File: config.mk
export PLATFORM = sky130hd
export DESIGN_NAME = pipelined_barrel_shifter_flat
export DESIGN_NICKNAME = d
export VERILOG_FILES = /design/src/rtl/pipelined_barrel_shifter_if.sv /design/src/rtl/pipelined_barrel_shifter.sv /design/src/flat_wrapper.sv
export SDC_FILE = /design/constraint.sdc
export NUM_CORES = 1
export LEC_CHECK = 0
export CAP_MARGIN = 25
export CORE_AREA = 2 2 84 146
export DETAILED_ROUTE_END_ITERATION = 10
export DIE_AREA = 0 0 86 148
export DONT_BUFFER_PORTS = 1
export HOLD_SLACK_MARGIN = 0.12
export PLACE_DENSITY_LB_ADDON = 0.2
export SYNTH_ARGS = -nofsm -noshare
export SYNTH_HDL_FRONTEND = slang
export SYNTH_SLANG_ARGS = --single-unit
File: constraint.sdc
create_clock -name clk -period 1.9 [get_ports clk]
set_input_delay 0.38 -clock clk [delete_from_list [all_inputs] [get_ports clk]]
set_output_delay 0.38 -clock clk [all_outputs]
set_load 0.01 [all_outputs]
File: src/rtl/pipelined_barrel_shifter_if.sv
// pipelined_barrel_shifter_if: operand/result handshake bundle for pipelined_barrel_shifter.
// The slave modport is the shifter, the master modport is whoever feeds and drains it.
// out_overflow only exists when PIPELINED_BARREL_SHIFTER_OVERFLOW_EN is defined.
interface pipelined_barrel_shifter_if #(
   parameter int WIDTH     = 13,
   parameter int TAG_WIDTH = 4
);
   localparam int SHIFT_BITS = $clog2(WIDTH);

   logic                  in_valid;
   logic                  in_ready;
   logic [WIDTH-1:0]      in_data;
   logic [SHIFT_BITS-1:0] in_shift;
   logic [1:0]            in_mode;
   logic [TAG_WIDTH-1:0]  in_tag;
   logic                  out_valid;
   logic                  out_ready;
   logic [WIDTH-1:0]      out_data;
   logic [TAG_WIDTH-1:0]  out_tag;
`ifdef PIPELINED_BARREL_SHIFTER_OVERFLOW_EN
   logic                  out_overflow;

   modport master (
      output in_valid, in_data, in_shift, in_mode, in_tag, out_ready,
      input  in_ready, out_valid, out_data, out_tag, out_overflow
   );

   modport slave (
      input  in_valid, in_data, in_shift, in_mode, in_tag, out_ready,
      output in_ready, out_valid, out_data, out_tag, out_overflow
   );
`else
   modport master (
      output in_valid, in_data, in_shift, in_mode, in_tag, out_ready,
      input  in_ready, out_valid, out_data, out_tag
   );

   modport slave (
      input  in_valid, in_data, in_shift, in_mode, in_tag, out_ready,
      output in_ready, out_valid, out_data, out_tag
   );
`endif
endinterface

File: src/rtl/pipelined_barrel_shifter.sv
// pipelined_barrel_shifter: multi-mode (SHL, SHR, ROL, SRA) barrel shifter split into
// STAGES register stages, each resolving RADIX_BITS of the shift amount, most-significant
// digit first. A tag rides along with every operand and every stage can stall on its own,
// so bubbles collapse while the output is backpressured.
// Optional feature macro: PIPELINED_BARREL_SHIFTER_OVERFLOW_EN adds out_overflow, which
// flags set bits lost by SHL or non-sign bits lost by SRA.
module pipelined_barrel_shifter #(
   parameter int WIDTH      = 13,
   parameter int RADIX_BITS = 2,
   parameter int TAG_WIDTH  = 4
) (
   input logic clk,
   input logic reset_n,
   pipelined_barrel_shifter_if.slave bus
);
   localparam int SHIFT_BITS = $clog2(WIDTH);
   localparam int STAGES     = (SHIFT_BITS + RADIX_BITS - 1) / RADIX_BITS;
   localparam int PAD_BITS   = STAGES * RADIX_BITS;
   // one spare bit so WIDTH itself is representable when WIDTH is a power of two
   localparam int AMT_BITS   = PAD_BITS + 1;
   localparam logic [AMT_BITS-1:0] WIDTH_AMT = AMT_BITS'(WIDTH);

   // One stage worth of shifting; amounts of WIDTH or more saturate, rotation wraps modulo WIDTH.
   // SRA fills from the current MSB, which always still equals the operand's original sign bit.
   function automatic logic [WIDTH-1:0] stage_shift(input logic [WIDTH-1:0] d,
                                                    input logic [1:0] mode,
                                                    input logic [AMT_BITS-1:0] amt);
      logic [WIDTH-1:0]    res;
      logic [2*WIDTH-1:0]  dbl;
      logic [AMT_BITS-1:0] rot;
      res = d;
      rot = amt % WIDTH_AMT;
      dbl = {d, d} << rot;
      case (mode)
         2'd0:    res = (amt >= WIDTH_AMT) ? '0 : (d << amt);
         2'd1:    res = (amt >= WIDTH_AMT) ? '0 : (d >> amt);
         2'd2:    res = dbl[2*WIDTH-1:WIDTH];
         default: res = (amt >= WIDTH_AMT) ? {WIDTH{d[WIDTH-1]}} : $unsigned($signed(d) >>> amt);
      endcase
      return res;
   endfunction

`ifdef PIPELINED_BARREL_SHIFTER_OVERFLOW_EN
   // Bits this stage throws away: top bits for SHL, low bits that differ from the sign for SRA.
   function automatic logic stage_overflow(input logic [WIDTH-1:0] d,
                                           input logic [1:0] mode,
                                           input logic [AMT_BITS-1:0] amt);
      logic [WIDTH-1:0] ones;
      logic [WIDTH-1:0] lost;
      ones = '1;
      lost = '0;
      case (mode)
         2'd0:    lost = (amt >= WIDTH_AMT) ? d : (d & ~(ones >> amt));
         2'd3:    lost = (amt >= WIDTH_AMT) ? (d ^ {WIDTH{d[WIDTH-1]}})
                                            : ((d ^ {WIDTH{d[WIDTH-1]}}) & ~(ones << amt));
         default: lost = '0;
      endcase
      return |lost;
   endfunction
`endif

   logic [STAGES-1:0]    st_valid;
   logic [WIDTH-1:0]     st_data  [STAGES];
   logic [TAG_WIDTH-1:0] st_tag   [STAGES];
   logic [1:0]           st_mode  [STAGES];
   logic [PAD_BITS-1:0]  st_shift [STAGES];

   logic [STAGES-1:0]    src_valid;
   logic [WIDTH-1:0]     src_data  [STAGES];
   logic [TAG_WIDTH-1:0] src_tag   [STAGES];
   logic [1:0]           src_mode  [STAGES];
   logic [PAD_BITS-1:0]  src_shift [STAGES];
   logic [AMT_BITS-1:0]  amt       [STAGES];
   logic [WIDTH-1:0]     nxt_data  [STAGES];
   logic [STAGES-1:0]    load;

`ifdef PIPELINED_BARREL_SHIFTER_OVERFLOW_EN
   logic [STAGES-1:0]    st_ovf;
   logic [STAGES-1:0]    src_ovf;
   logic [STAGES-1:0]    nxt_ovf;
`endif

   // Stage inputs come from the port for stage 0 and from the previous register otherwise;
   // each stage picks its own digit of the zero-padded shift amount and weights it.
   for (genvar s = 0; s < STAGES; s++) begin : g_stage
      if (s == 0) begin : g_head
         assign src_valid[s] = bus.in_valid;
         assign src_data[s]  = bus.in_data;
         assign src_tag[s]   = bus.in_tag;
         assign src_mode[s]  = bus.in_mode;
         assign src_shift[s] = PAD_BITS'(bus.in_shift);
`ifdef PIPELINED_BARREL_SHIFTER_OVERFLOW_EN
         assign src_ovf[s]   = 1'b0;
`endif
      end else begin : g_body
         assign src_valid[s] = st_valid[s-1];
         assign src_data[s]  = st_data[s-1];
         assign src_tag[s]   = st_tag[s-1];
         assign src_mode[s]  = st_mode[s-1];
         assign src_shift[s] = st_shift[s-1];
`ifdef PIPELINED_BARREL_SHIFTER_OVERFLOW_EN
         assign src_ovf[s]   = st_ovf[s-1];
`endif
      end
      assign amt[s] = AMT_BITS'(src_shift[s][PAD_BITS-1-RADIX_BITS*s -: RADIX_BITS])
                      << (RADIX_BITS * (STAGES - 1 - s));
      assign nxt_data[s] = stage_shift(src_data[s], src_mode[s], amt[s]);
`ifdef PIPELINED_BARREL_SHIFTER_OVERFLOW_EN
      assign nxt_ovf[s] = src_ovf[s] | stage_overflow(src_data[s], src_mode[s], amt[s]);
`endif
   end

   // A stage may load when the output is being taken or when it or any later stage is empty.
   always_comb begin
      load = '0;
      for (int s = 0; s < STAGES; s++) begin
         load[s] = bus.out_ready;
         for (int k = s; k < STAGES; k++) begin
            if (!st_valid[k]) begin
               load[s] = 1'b1;
            end
         end
      end
   end

   // Pipeline registers: a loading stage takes its upstream valid, and its payload only when valid.
   always_ff @(posedge clk or negedge reset_n) begin
      if (!reset_n) begin
         st_valid <= '0;
`ifdef PIPELINED_BARREL_SHIFTER_OVERFLOW_EN
         st_ovf   <= '0;
`endif
         for (int s = 0; s < STAGES; s++) begin
            st_data[s]  <= '0;
            st_tag[s]   <= '0;
            st_mode[s]  <= '0;
            st_shift[s] <= '0;
         end
      end else begin
         for (int s = 0; s < STAGES; s++) begin
            if (load[s]) begin
               st_valid[s] <= src_valid[s];
               if (src_valid[s]) begin
                  st_data[s]  <= nxt_data[s];
                  st_tag[s]   <= src_tag[s];
                  st_mode[s]  <= src_mode[s];
                  st_shift[s] <= src_shift[s];
`ifdef PIPELINED_BARREL_SHIFTER_OVERFLOW_EN
                  st_ovf[s]   <= nxt_ovf[s];
`endif
               end
            end
         end
      end
   end

   assign bus.in_ready  = load[0];
   assign bus.out_valid = st_valid[STAGES-1];
   assign bus.out_data  = st_data[STAGES-1];
   assign bus.out_tag   = st_tag[STAGES-1];
`ifdef PIPELINED_BARREL_SHIFTER_OVERFLOW_EN
   assign bus.out_overflow = st_ovf[STAGES-1];
`endif
endmodule

File: src/flat_wrapper.sv
// flat-port wrapper written by rule: the top's interface ports become plain ports
module pipelined_barrel_shifter_flat 
#(
   parameter int WIDTH      = 13,
   parameter int RADIX_BITS = 2,
   parameter int TAG_WIDTH  = 4
)
  (clk, reset_n, bus_in_valid, bus_in_data, bus_in_shift, bus_in_mode, bus_in_tag, bus_out_ready, bus_in_ready, bus_out_valid, bus_out_data, bus_out_tag);
  pipelined_barrel_shifter_if #(.WIDTH(WIDTH), .TAG_WIDTH(TAG_WIDTH)) bus_i ();
  input logic clk;
  input logic reset_n;
  input wire logic [$bits(bus_i.in_valid)-1:0] bus_in_valid;
  input wire logic [$bits(bus_i.in_data)-1:0] bus_in_data;
  input wire logic [$bits(bus_i.in_shift)-1:0] bus_in_shift;
  input wire logic [$bits(bus_i.in_mode)-1:0] bus_in_mode;
  input wire logic [$bits(bus_i.in_tag)-1:0] bus_in_tag;
  input wire logic [$bits(bus_i.out_ready)-1:0] bus_out_ready;
  output wire logic [$bits(bus_i.in_ready)-1:0] bus_in_ready;
  output wire logic [$bits(bus_i.out_valid)-1:0] bus_out_valid;
  output wire logic [$bits(bus_i.out_data)-1:0] bus_out_data;
  output wire logic [$bits(bus_i.out_tag)-1:0] bus_out_tag;
  assign bus_i.in_valid = bus_in_valid;
  assign bus_i.in_data = bus_in_data;
  assign bus_i.in_shift = bus_in_shift;
  assign bus_i.in_mode = bus_in_mode;
  assign bus_i.in_tag = bus_in_tag;
  assign bus_i.out_ready = bus_out_ready;
  assign bus_in_ready = bus_i.in_ready;
  assign bus_out_valid = bus_i.out_valid;
  assign bus_out_data = bus_i.out_data;
  assign bus_out_tag = bus_i.out_tag;
  pipelined_barrel_shifter #(.WIDTH(WIDTH), .RADIX_BITS(RADIX_BITS), .TAG_WIDTH(TAG_WIDTH)) u_core (.clk(clk), .reset_n(reset_n), .bus(bus_i));
endmodule
==> parameters.txt, run 1 <==
Parameter                              Value

Run status
  Status    finished, final reports clean

Place
  Final Wtd Congestion    0.838
  Count of input and output buffers    0
  Post-detail-place hpwl    6210 um

Route
  DRT Pass-1 Iters    4
  Total via count after detailed routing    2376
  Number of violations reported at the end of detailed-routing iteration 0    146
  DR WL/cell    17.8 um
  WL final    8030 um
  Vias per cell    5.26
  Number of antenna-violating nets in the routed design    0
  DRC violations left    0

Clocking
  Cell at the root of the clock tree    sky130_fd_sc_hd__clkbuf_16
  Resize count post-CTS    0
  Clock-pin slew on the worst setup and hold paths    60 ps
  CTS tree    built
  H-tree depth    2
  Clk buf depth    2
  Number of buffers created by CTS    5
  Sinks on Clock Net    40
  Clock Latency Late Sink    290 ps

Synth
  Post-Syn Nets    353
  Number of instances in the synthesized netlist    326
  Most frequent cells after synthesis    sky130_fd_sc_hd__dfrtp_1, sky130_fd_sc_hd__nand2_1, sky130_fd_sc_hd__a21oi_1
  Count of flip-flops with a built-in enable after synthesis    0
  Area share of the largest cell type after synthesis    35.7%
  Cell type with the highest aggregate area in the netlist    sky130_fd_sc_hd__dfrtp_1
  Most area-consuming cells after synthesis    sky130_fd_sc_hd__dfrtp_1, sky130_fd_sc_hd__mux2i_1, sky130_fd_sc_hd__mux2_2, sky130_fd_sc_hd__nand2_1, sky130_fd_sc_hd__a21oi_1
  Async set-reset flop share out of synthesis    100%
  Library cells used by synthesis    47
  Most used standard cell by instance count after synthesis    sky130_fd_sc_hd__dfrtp_1
  Sequential element share of the synthesized area    35.7%
  Mapped Area    2800 sq um
  Yosys reg bits    40
  Synthesized area per cell    8.60 sq um
  Yosys synthesis warning count    0
  Synth Flop Type    sky130_fd_sc_hd__dfrtp_1

Timing
  Total negative slack for setup checks    0 ps
  Minimum period implied by the final worst setup slack    1550 ps
  Max-slew headroom    65.9%
  Final setup vio count    0
  Measured slew at the worst slew-check pin    498 ps
  Worst clock skew on the final layout    5.37 ps
  Max-slew violation count    0
  Peak Freq    647 MHz
  Count of endpoints failing hold in the final timing report    0
  Setup repair after global routing missed its margin    no
  Final clock period utilization by the worst path    81.4%

Critical path
  Worst Path Arrival    1760 ps
  Kind of start point of the critical path    register
  List of cells traversed by the critical path    buf_12, nor2b_4, o21bai_1, mux4_2, o21ai_2
  Stage delay of the slowest cell on the critical path    480 ps
  Crit path buf inv count    1
  Critical Path End Type    register
  Crit path kind    reg -> reg
  Critical-path cell with the highest stage delay    sky130_fd_sc_hd__mux4_2
  CP delay by family, top    multiplexers
  Register-to-register path setup slack    350 ps
  Required time of the critical path    2120 ps
  CP max FO    34

Die
  Width of the chip    86 um
  Core area    11500 sq um
  Total die area    12700 sq um
  Top Ports    46
  Initial standard-cell utilization of the core    24.3%
  Die H    148 um
  Total number of placement rows    52

Global route
  Antenna violations before repair    0
  Largest net degree at the start of global routing    41
  First-pass GRT wire length    13200 um
  Global-route usage over all layers    13.5%
  Total congestion overflow after global routing    0
  Number of global-route vias before repair    2391

Finish
  Area Growth Syn to Fin    10.6%
  Final antenna diode count    0
  Number of fill cells in the layout    1226
  Fraction of layout cells with a size suffix above 1    12.3%
  Number of nets at the end of the flow    343

Pwr
  Static leakage power    0.00127 uW
  Power per Cell Area    1000 nW/um^2
  Largest voltage drop on the vdd net    0.291 mV
  Total power of the final layout    3110 uW

Min path
  Worst hold-check path type    in -> reg

Job
  Max-Cap Viols    0
## path summary, 6_finish.rpt
path / to / startpoint / cells after the start
worst max-delay path: u_core.bus.out_data[2] / u_core.amt[0] / 5
worst min-delay path: u_core.st_valid[0] / bus_in_valid / 1
worst max register to register: u_core.bus.out_data[2] / u_core.amt[0] / 5
worst min register to register: u_core.src_tag[1] / u_core.src_tag[1] / 1
max in group asynchronous: u_core.src_data[2] / reset_n / 2
min in group asynchronous: u_core.src_tag[1] / reset_n / 2
## cell usage in the layout, fill, tap and decap left out, types with 4 or more instances in the layout
cell                         n
sky130_fd_sc_hd__dfrtp_1    40
sky130_fd_sc_hd__nand2_1    38
sky130_fd_sc_hd__a21oi_1    28
sky130_fd_sc_hd__nor2_1     27
sky130_fd_sc_hd__mux2i_1    22
sky130_fd_sc_hd__o21ai_0    21
sky130_fd_sc_hd__nand2b_1   18
sky130_fd_sc_hd__mux2_2     15
sky130_fd_sc_hd__nand3_1    15
sky130_fd_sc_hd__o221ai_1   10
sky130_fd_sc_hd__nor3_1      7
sky130_fd_sc_hd__buf_4       7
sky130_fd_sc_hd__inv_1       6
sky130_fd_sc_hd__clkbuf_16   5
sky130_fd_sc_hd__nor2b_1     4
sky130_fd_sc_hd__a31oi_1     4
sky130_fd_sc_hd__a211oi_1    4
## repair_timing
item,4_1_cts,5_1_grt
hold endpoints to repair,40,0
hold buffers,2,0
buffers inserted,0,0
## report_power, final
part           total [uW]  leakage [uW]  switching (uW)  internal (uW)
clock network        1030     0.0000901             337            691
logic                 788      0.000696             422            366
registers            1290      0.000487             250           1040
total                3110       0.00127            1010           2100
## logic make-up after synthesis
group                  share of synthesized area, %
AOI/OAI and AO/OA                              19.7
buffers and inverters                          6.52
DFF                                            35.7
muxes                                          16.3
and+or+nand+nor                                21.7
## flip-flops by register name, summed over array words and instances, names as in the netlist
register and flops:
u_core.src_data 13, u_core.bus.out_data 13, u_core.st_valid 2, u_core.src_mode 2, u_core.amt 2, u_core.bus.out_tag 4
u_core.src_tag 4
## worst reg2reg max path: stages, from the launching register on
cell and delay [ps]:
sky130_fd_sc_hd__dfrtp_1 390, sky130_fd_sc_hd__buf_12 170, sky130_fd_sc_hd__nor2b_4 150, sky130_fd_sc_hd__o21bai_1 170, sky130_fd_sc_hd__mux4_2 480, sky130_fd_sc_hd__o21ai_2 110
## routing by layer
layer  GRT usage (%)  up-vias  part of all wire [%]
met4            7.14        0                   3.5
met2            24.7       64                    56
met3            2.68       11                   4.8
met1            14.1     1135                    36
li1                -     1166                     -
met5               0        -                     0
## through the flow
step	instances	instance area [sq um]	hold slack, ps	setup slack, ps	util (%)
2_1_floorplan	326	2800	84.4	379	-
6_report	452	3100	201	354	26.9
3_5_place_dp	442	2890	85.7	373	25.1
4_1_cts	452	3100	193	362	26.9
5_1_grt	452	3100	192	299	26.9
3_3_place_gp	442	2890	85.7	388	25.1
## area by class of cell
cell class | instances | area [sq um] | share of cell area [%]
inverters | 7 | 26.3 | 0.847
multi-input cells | 252 | 1620 | 52.2
well taps | 135 | 169 | 5.45
flip-flops and latches | 40 | 1000 | 32.3
repair buffers | 10 | 103 | 3.31
clock buffers | 7 | 153 | 4.92
clock inverters | 1 | 30.0 | 0.969
No activity file was read; power rests on OpenSTA's default activity.
==> run 2, diff against run 1 <==
Clock period 1.9 ns to 1.4 ns, I/O delays scaled along.
==> run 2 against run 1 <==
Clock power is 36% higher. Largest power group unchanged. Register-to-register slack worse by 470 ps. Maximum frequency is 2.2% higher. Cell count is 4.4% higher. Critical endpoint unchanged. Critical path depth stayed put. The run now ends with setup timing left. Count of clock-buffer cells in the layout stayed put. First-iteration DRC count is 8.9% higher. Largest cell class unchanged.
==> parameters.txt, run 2 (synthesis results as in run 1) <==
Parameter                              Value

Run status
  Status    finished, violations left
  Failing checks    setup timing

Route
  Number of violations reported at the end of detailed-routing iteration 0    159
  DRT Pass-1 Iters    4
  DR WL/cell    18.2 um
  Total via count after detailed routing    2488
  DRC violations left    0
  Vias per cell    5.27
  WL final    8590 um
  Number of antenna-violating nets in the routed design    0

Pwr
  Switch share    32.9%
  Logic gate share of total power    30.2%
  Static leakage power    0.00140 uW
  Power dissipated by switching net loads    1490 uW
  Share of total power in the clock network    30.9%
  Design internal power    3040 uW
  Largest voltage drop on the vdd net    0.490 mV
  Power per Cell Area    1330 nW/um^2
  Sequential Power Share    38.9%

Clocking
  Clk buf depth    2
  Sinks on Clock Net    40
  H-tree depth    2
  Clock-pin slew on the worst setup and hold paths    60 ps
  CTS tree    built
  Clock Latency Late Sink    290 ps
  Number of buffers created by CTS    5
  Cell at the root of the clock tree    sky130_fd_sc_hd__clkbuf_16

Finish
  Area Growth Syn to Fin    21.9%
  Commonest non-fill, non-tap cell in the layout    sky130_fd_sc_hd__dfrtp_1
  Non-filler instance count after layout    472
  Fraction of layout cells with a size suffix above 1    24.0%
  Final antenna diode count    0
  Most frequent cells in the layout    sky130_fd_sc_hd__dfrtp_1, sky130_fd_sc_hd__nand2_1, sky130_fd_sc_hd__a21oi_1
  Final design utilization    29.7%
  Final cell area excluding filler cells    3420 sq um
  Number of nets at the end of the flow    363

Die
  Initial standard-cell utilization of the core    24.3%
  Die H    148 um
  Total die area    12700 sq um
  Core area    11500 sq um
  Total number of placement rows    52
  Top Ports    46
  Width of the chip    86 um

Timing
  Minimum period implied by the final worst setup slack    1510 ps
  Count of endpoints failing hold in the final timing report    0
  Setup repair after global routing missed its margin    yes
  Measured slew at the worst slew-check pin    516 ps
  Max-slew headroom    64.7%
  Final setup margin    -113 ps
  Peak Freq    661 MHz
  Worst clock skew on the final layout    5.10 ps
  Max-slew violation count    0
  Final setup vio count    4
  Final clock period utilization by the worst path    108%

Global route
  Global-route usage over all layers    14.1%
  First-pass GRT wire length    14100 um
  Total congestion overflow after global routing    0
  Largest net degree at the start of global routing    41
  Number of global-route vias before repair    2594
  Antenna violations before repair    0

Place
  Count of input and output buffers    0
  Final Wtd Congestion    0.826
  Placed Cells incl. Taps    457
  Post-detail-place hpwl    6400 um
  Post-DP Area    3030 sq um

Critical path
  List of cells traversed by the critical path    buf_12, buf_8, mux2i_4, mux4_2, o21ai_2
  Critical Path End Type    register
  Required time of the critical path    1620 ps
  Critical-path cell with the highest stage delay    sky130_fd_sc_hd__mux4_2
  CP max FO    8
  Worst Path Arrival    1730 ps
  Crit path kind    reg -> reg
  Stage delay of the slowest cell on the critical path    480 ps
  Kind of start point of the critical path    register

Job
  Max-Cap Viols    0

Min path
  Worst hold-check path type    in -> reg
run 2: final cells by class:
type | instances | area [sq um]
fill | 1224 | 8100
multi-input combinational | 252 | 1740
sequential | 40 | 1000
timing repair buffer | 30 | 299
tap | 135 | 169
clock buffer | 7 | 153
clock inverter | 1 | 30.0
inverter | 7 | 26.3
run 2: worst max-delay path, delay by kind of cell (launching register included):
kind	cells	cell delay, ps
buffers and inverters	2	280
DFF	1	390
AOI/OAI and AO/OA	1	110
muxes	2	670
run 2: timing repair:
action | CTS | global route
buffers inserted | 4 | 0
hold endpoints to repair | 41 | 0
gates resized for setup | 22 | 9
setup endpoints to repair | 12 | 13
hold buffers | 3 | 0
pin swaps | 0 | 3
run 2: power by group through the flow:
stage	registers, uW	logic [uW]	clock network, uW
6_report	1760	1370	1400
4_1_cts	1770	1330	1440
3_5_place_dp	1770	1180	0
5_1_grt	1800	1510	1480
2_1_floorplan	1650	924	0
3_3_place_gp	1760	1170	0
run 2: path summary, 6_finish.rpt:
path	startpoint	to	slack [ps]	depth (start not counted)
setup reg to reg	u_core.amt[0]	u_core.bus.out_data[2]	-110	5
setup / recovery	u_core.amt[0]	u_core.bus.out_data[2]	-110	5
min in group asynchronous	reset_n	u_core.src_tag[0]	500	2
max in group asynchronous	reset_n	u_core.src_mode[0]	690	2
hold reg to reg	u_core.src_tag[1]	u_core.src_tag[1]	500	1
hold / removal	bus_in_tag[3]	u_core.src_tag[3]	140	1
run 2: metrics by stage:
stage / hold WS (ps) / setup WS, ps / TNS [ps] / total power (uW)
floorplan: -15.6 / 5.42 / 0 / 2580
CTS: 135 / -117 / -379 / 4540
finish: 143 / -113 / -240 / 4530
global placement: -14.7 / -79.1 / -430 / 2930
detailed placement: -14.7 / -110 / -757 / 2950
global route: 136 / -154 / -1150 / 4790
run 2: routing by layer:
| metal | global-route usage [%] | wire length (um) |
|---|---|---|
| met3 | 2.40 | 362 |
| met5 | 0 | 0 |
| met2 | 25.6 | 4680 |
| met4 | 6.98 | 299 |
| met1 | 15.4 | 3250 |
==> run 3, diff against run 2 <==
Clock period 1.4 ns to 1.5 ns, I/O delays scaled along.
==> run 3 against run 2 <==
The flow now finishes without violations. Count of clock-buffer cells in the layout unchanged. Clock power down 6%. First-iteration DRC count decreased by 21%. Sequential power fell by 7%.
==> parameters.txt, run 3 (synthesis results as in run 1) <==
Parameter                              Value

Finish
  Fraction of layout cells with a size suffix above 1    16.9%
  Number of nets at the end of the flow    352
  Final antenna diode count    0
  Most frequent cells in the layout    sky130_fd_sc_hd__dfrtp_1, sky130_fd_sc_hd__nand2_1, sky130_fd_sc_hd__a21oi_1
  Commonest non-fill, non-tap cell in the layout    sky130_fd_sc_hd__dfrtp_1
  Final cell area excluding filler cells    3210 sq um
  Number of fill cells in the layout    1240
  Area Growth Syn to Fin    14.7%

Clocking
  CTS tree    built
  Clock Latency Late Sink    290 ps
  H-tree depth    2
  Cell at the root of the clock tree    sky130_fd_sc_hd__clkbuf_16
  Clock-pin slew on the worst setup and hold paths    60 ps
  Sinks on Clock Net    40
  Clk buf depth    2
  Number of buffers created by CTS    5

Route
  DRC violations left    0
  DRT Pass-1 Iters    4
  Number of violations reported at the end of detailed-routing iteration 0    126
  Vias per cell    5.19
  Total via count after detailed routing    2393
  Number of antenna-violating nets in the routed design    0
  WL final    8210 um
  DR WL/cell    17.8 um

Timing
  Peak Freq    691 MHz
  Final clock period utilization by the worst path    96.4%
  Max-slew headroom    67.1%
  Final setup vio count    0
  Minimum period implied by the final worst setup slack    1450 ps
  Total negative slack for setup checks    0 ps
  Setup repair after global routing missed its margin    yes
  Count of endpoints failing hold in the final timing report    0
  Worst clock skew on the final layout    4.03 ps
  Final setup margin    53.4 ps
  Measured slew at the worst slew-check pin    481 ps
  Max-slew violation count    0

Critical path
  List of cells traversed by the critical path    buf_4, nor2b_1, nor2_1, o21ai_0, o221ai_1
  Critical Path End Type    register
  Critical R2R Capture    u_core.bus.out_data[8]
  Critical-path cell with the highest stage delay    sky130_fd_sc_hd__dfrtp_2
  Crit path kind    reg -> reg
  Required time of the critical path    1660 ps
  Source of the worst register-to-register timing path    u_core.amt[0]
  Length in cells of the worst reg-to-reg path    5
  Kind of start point of the critical path    register
  Stage delay of the slowest cell on the critical path    430 ps
  CP max FO    7
  Worst Path Arrival    1600 ps
  Register-to-register path setup slack    50 ps

Place
  Post-DP Area    2940 sq um
  Post-place setup slack    8.59 ps
  Post-detail-place hpwl    6250 um
  Final Wtd Congestion    0.812
  Count of input and output buffers    0

Die
  Total die area    12700 sq um
  Core area    11500 sq um
  Total number of placement rows    52
  Width of the chip    86 um
  Initial standard-cell utilization of the core    24.3%
  Die H    148 um
  Top Ports    46

Global route
  Number of global-route vias before repair    2516
  Largest net degree at the start of global routing    41
  Routing usage on met2    25.3%
  Fraction of met3 tracks used by global routing    2.35%
  Met1 GRT Util    14.0%
  Total congestion overflow after global routing    0
  Most Used Layer, Global Route    met2
  Antenna violations before repair    0
  First-pass GRT wire length    13400 um
  Global-route usage over all layers    13.6%

Min path
  Hold path startpoint    bus_in_tag[3]
  Worst hold-check path type    in -> reg
  Destination of the worst hold path    u_core.src_tag[3]
  Hold depth    1

Pwr
  Power per Cell Area    1250 nW/um^2
  Static leakage power    0.00133 uW
  Share of total power in the clock network    32.5%
  Design internal power    2720 uW
  Power dissipated by switching net loads    1310 uW
  Logic gate share of total power    26.8%
  Switch share    32.5%
  Largest voltage drop on the vdd net    0.377 mV
  Sequential Power Share    40.7%

Job
  Max-Cap Viols    0

Run status
  Status    finished, final reports clean
==> run 3: layout make-up <==
cell class	count	area, sq um	area share [%]
Clock buffer	7	153	4.75
Timing Repair Buffer	19	180	5.61
Clock inverter	1	30.0	0.934
Tap cell	135	169	5.25
Sequential cell	40	1000	31.2
Inverter	7	26.3	0.817
Multi-Input combinational cell	252	1650	51.5
==> run 3: worst max path at each step <==
stage	cells past startpoint	startpoint	to	slack, ps
CTS	5	u_core.amt[0]	u_core.bus.out_data[8]	5
global placement	4	u_core.amt[0]	u_core.bus.out_data[2]	30
finish	5	u_core.amt[0]	u_core.bus.out_data[8]	50
detailed placement	5	u_core.amt[0]	u_core.bus.out_data[8]	9
floorplan	4	u_core.st_valid[1]	u_core.src_mode[1]	20
global route	5	u_core.amt[0]	u_core.bus.out_data[2]	-10
==> run 3: critical path, delay by kind of cell (launching register included) <==
| kind | cells | cell delay (ps) |
|---|---|---|
| AND/OR/NAND/NOR | 2 | 410 |
| flip-flops | 1 | 430 |
| AO/OA/AOI/OAI | 2 | 310 |
| buffers and inverters | 1 | 160 |
==> run 3: through the flow <==
| stage | util [%] | hold WS (ps) | instances | total power [uW] |
|---|---|---|---|---|
| after floorplan | - | 4.41 | 326 | 2400 |
| after global placement | 25.5 | 5.63 | 449 | 2660 |
| after detailed placement | 25.5 | 5.53 | 449 | 2670 |
| after CTS | 27.5 | 152 | 460 | 4040 |
| after global routing | 27.9 | 153 | 461 | 4280 |
| final | 27.9 | 158 | 461 | 4030 |
==> run 3: layer usage <==
metal | vias up | routed length (um)
li1 | 1188 | -
met4 | 0 | 318
met2 | 60 | 4490
met5 | - | 0
met3 | 22 | 345
met1 | 1123 | 3060
==> run 3: power by group through the flow <==
stage / sequential [uW] / clock, uW / combinational, uW
6_report: 1640 / 1310 / 1080
5_1_grt: 1680 / 1390 / 1220
4_1_cts: 1640 / 1350 / 1060
3_5_place_dp: 1660 / 0 / 1010
3_3_place_gp: 1650 / 0 / 1010
2_1_floorplan: 1540 / 0 / 860
==> run 3: timing repair <==
action	CTS	global route
endpoints found under the hold margin	41	0
endpoints found under the setup margin	0	11
gates resized for setup	0	11
setup buffers	0	1
hold buffers	3	0
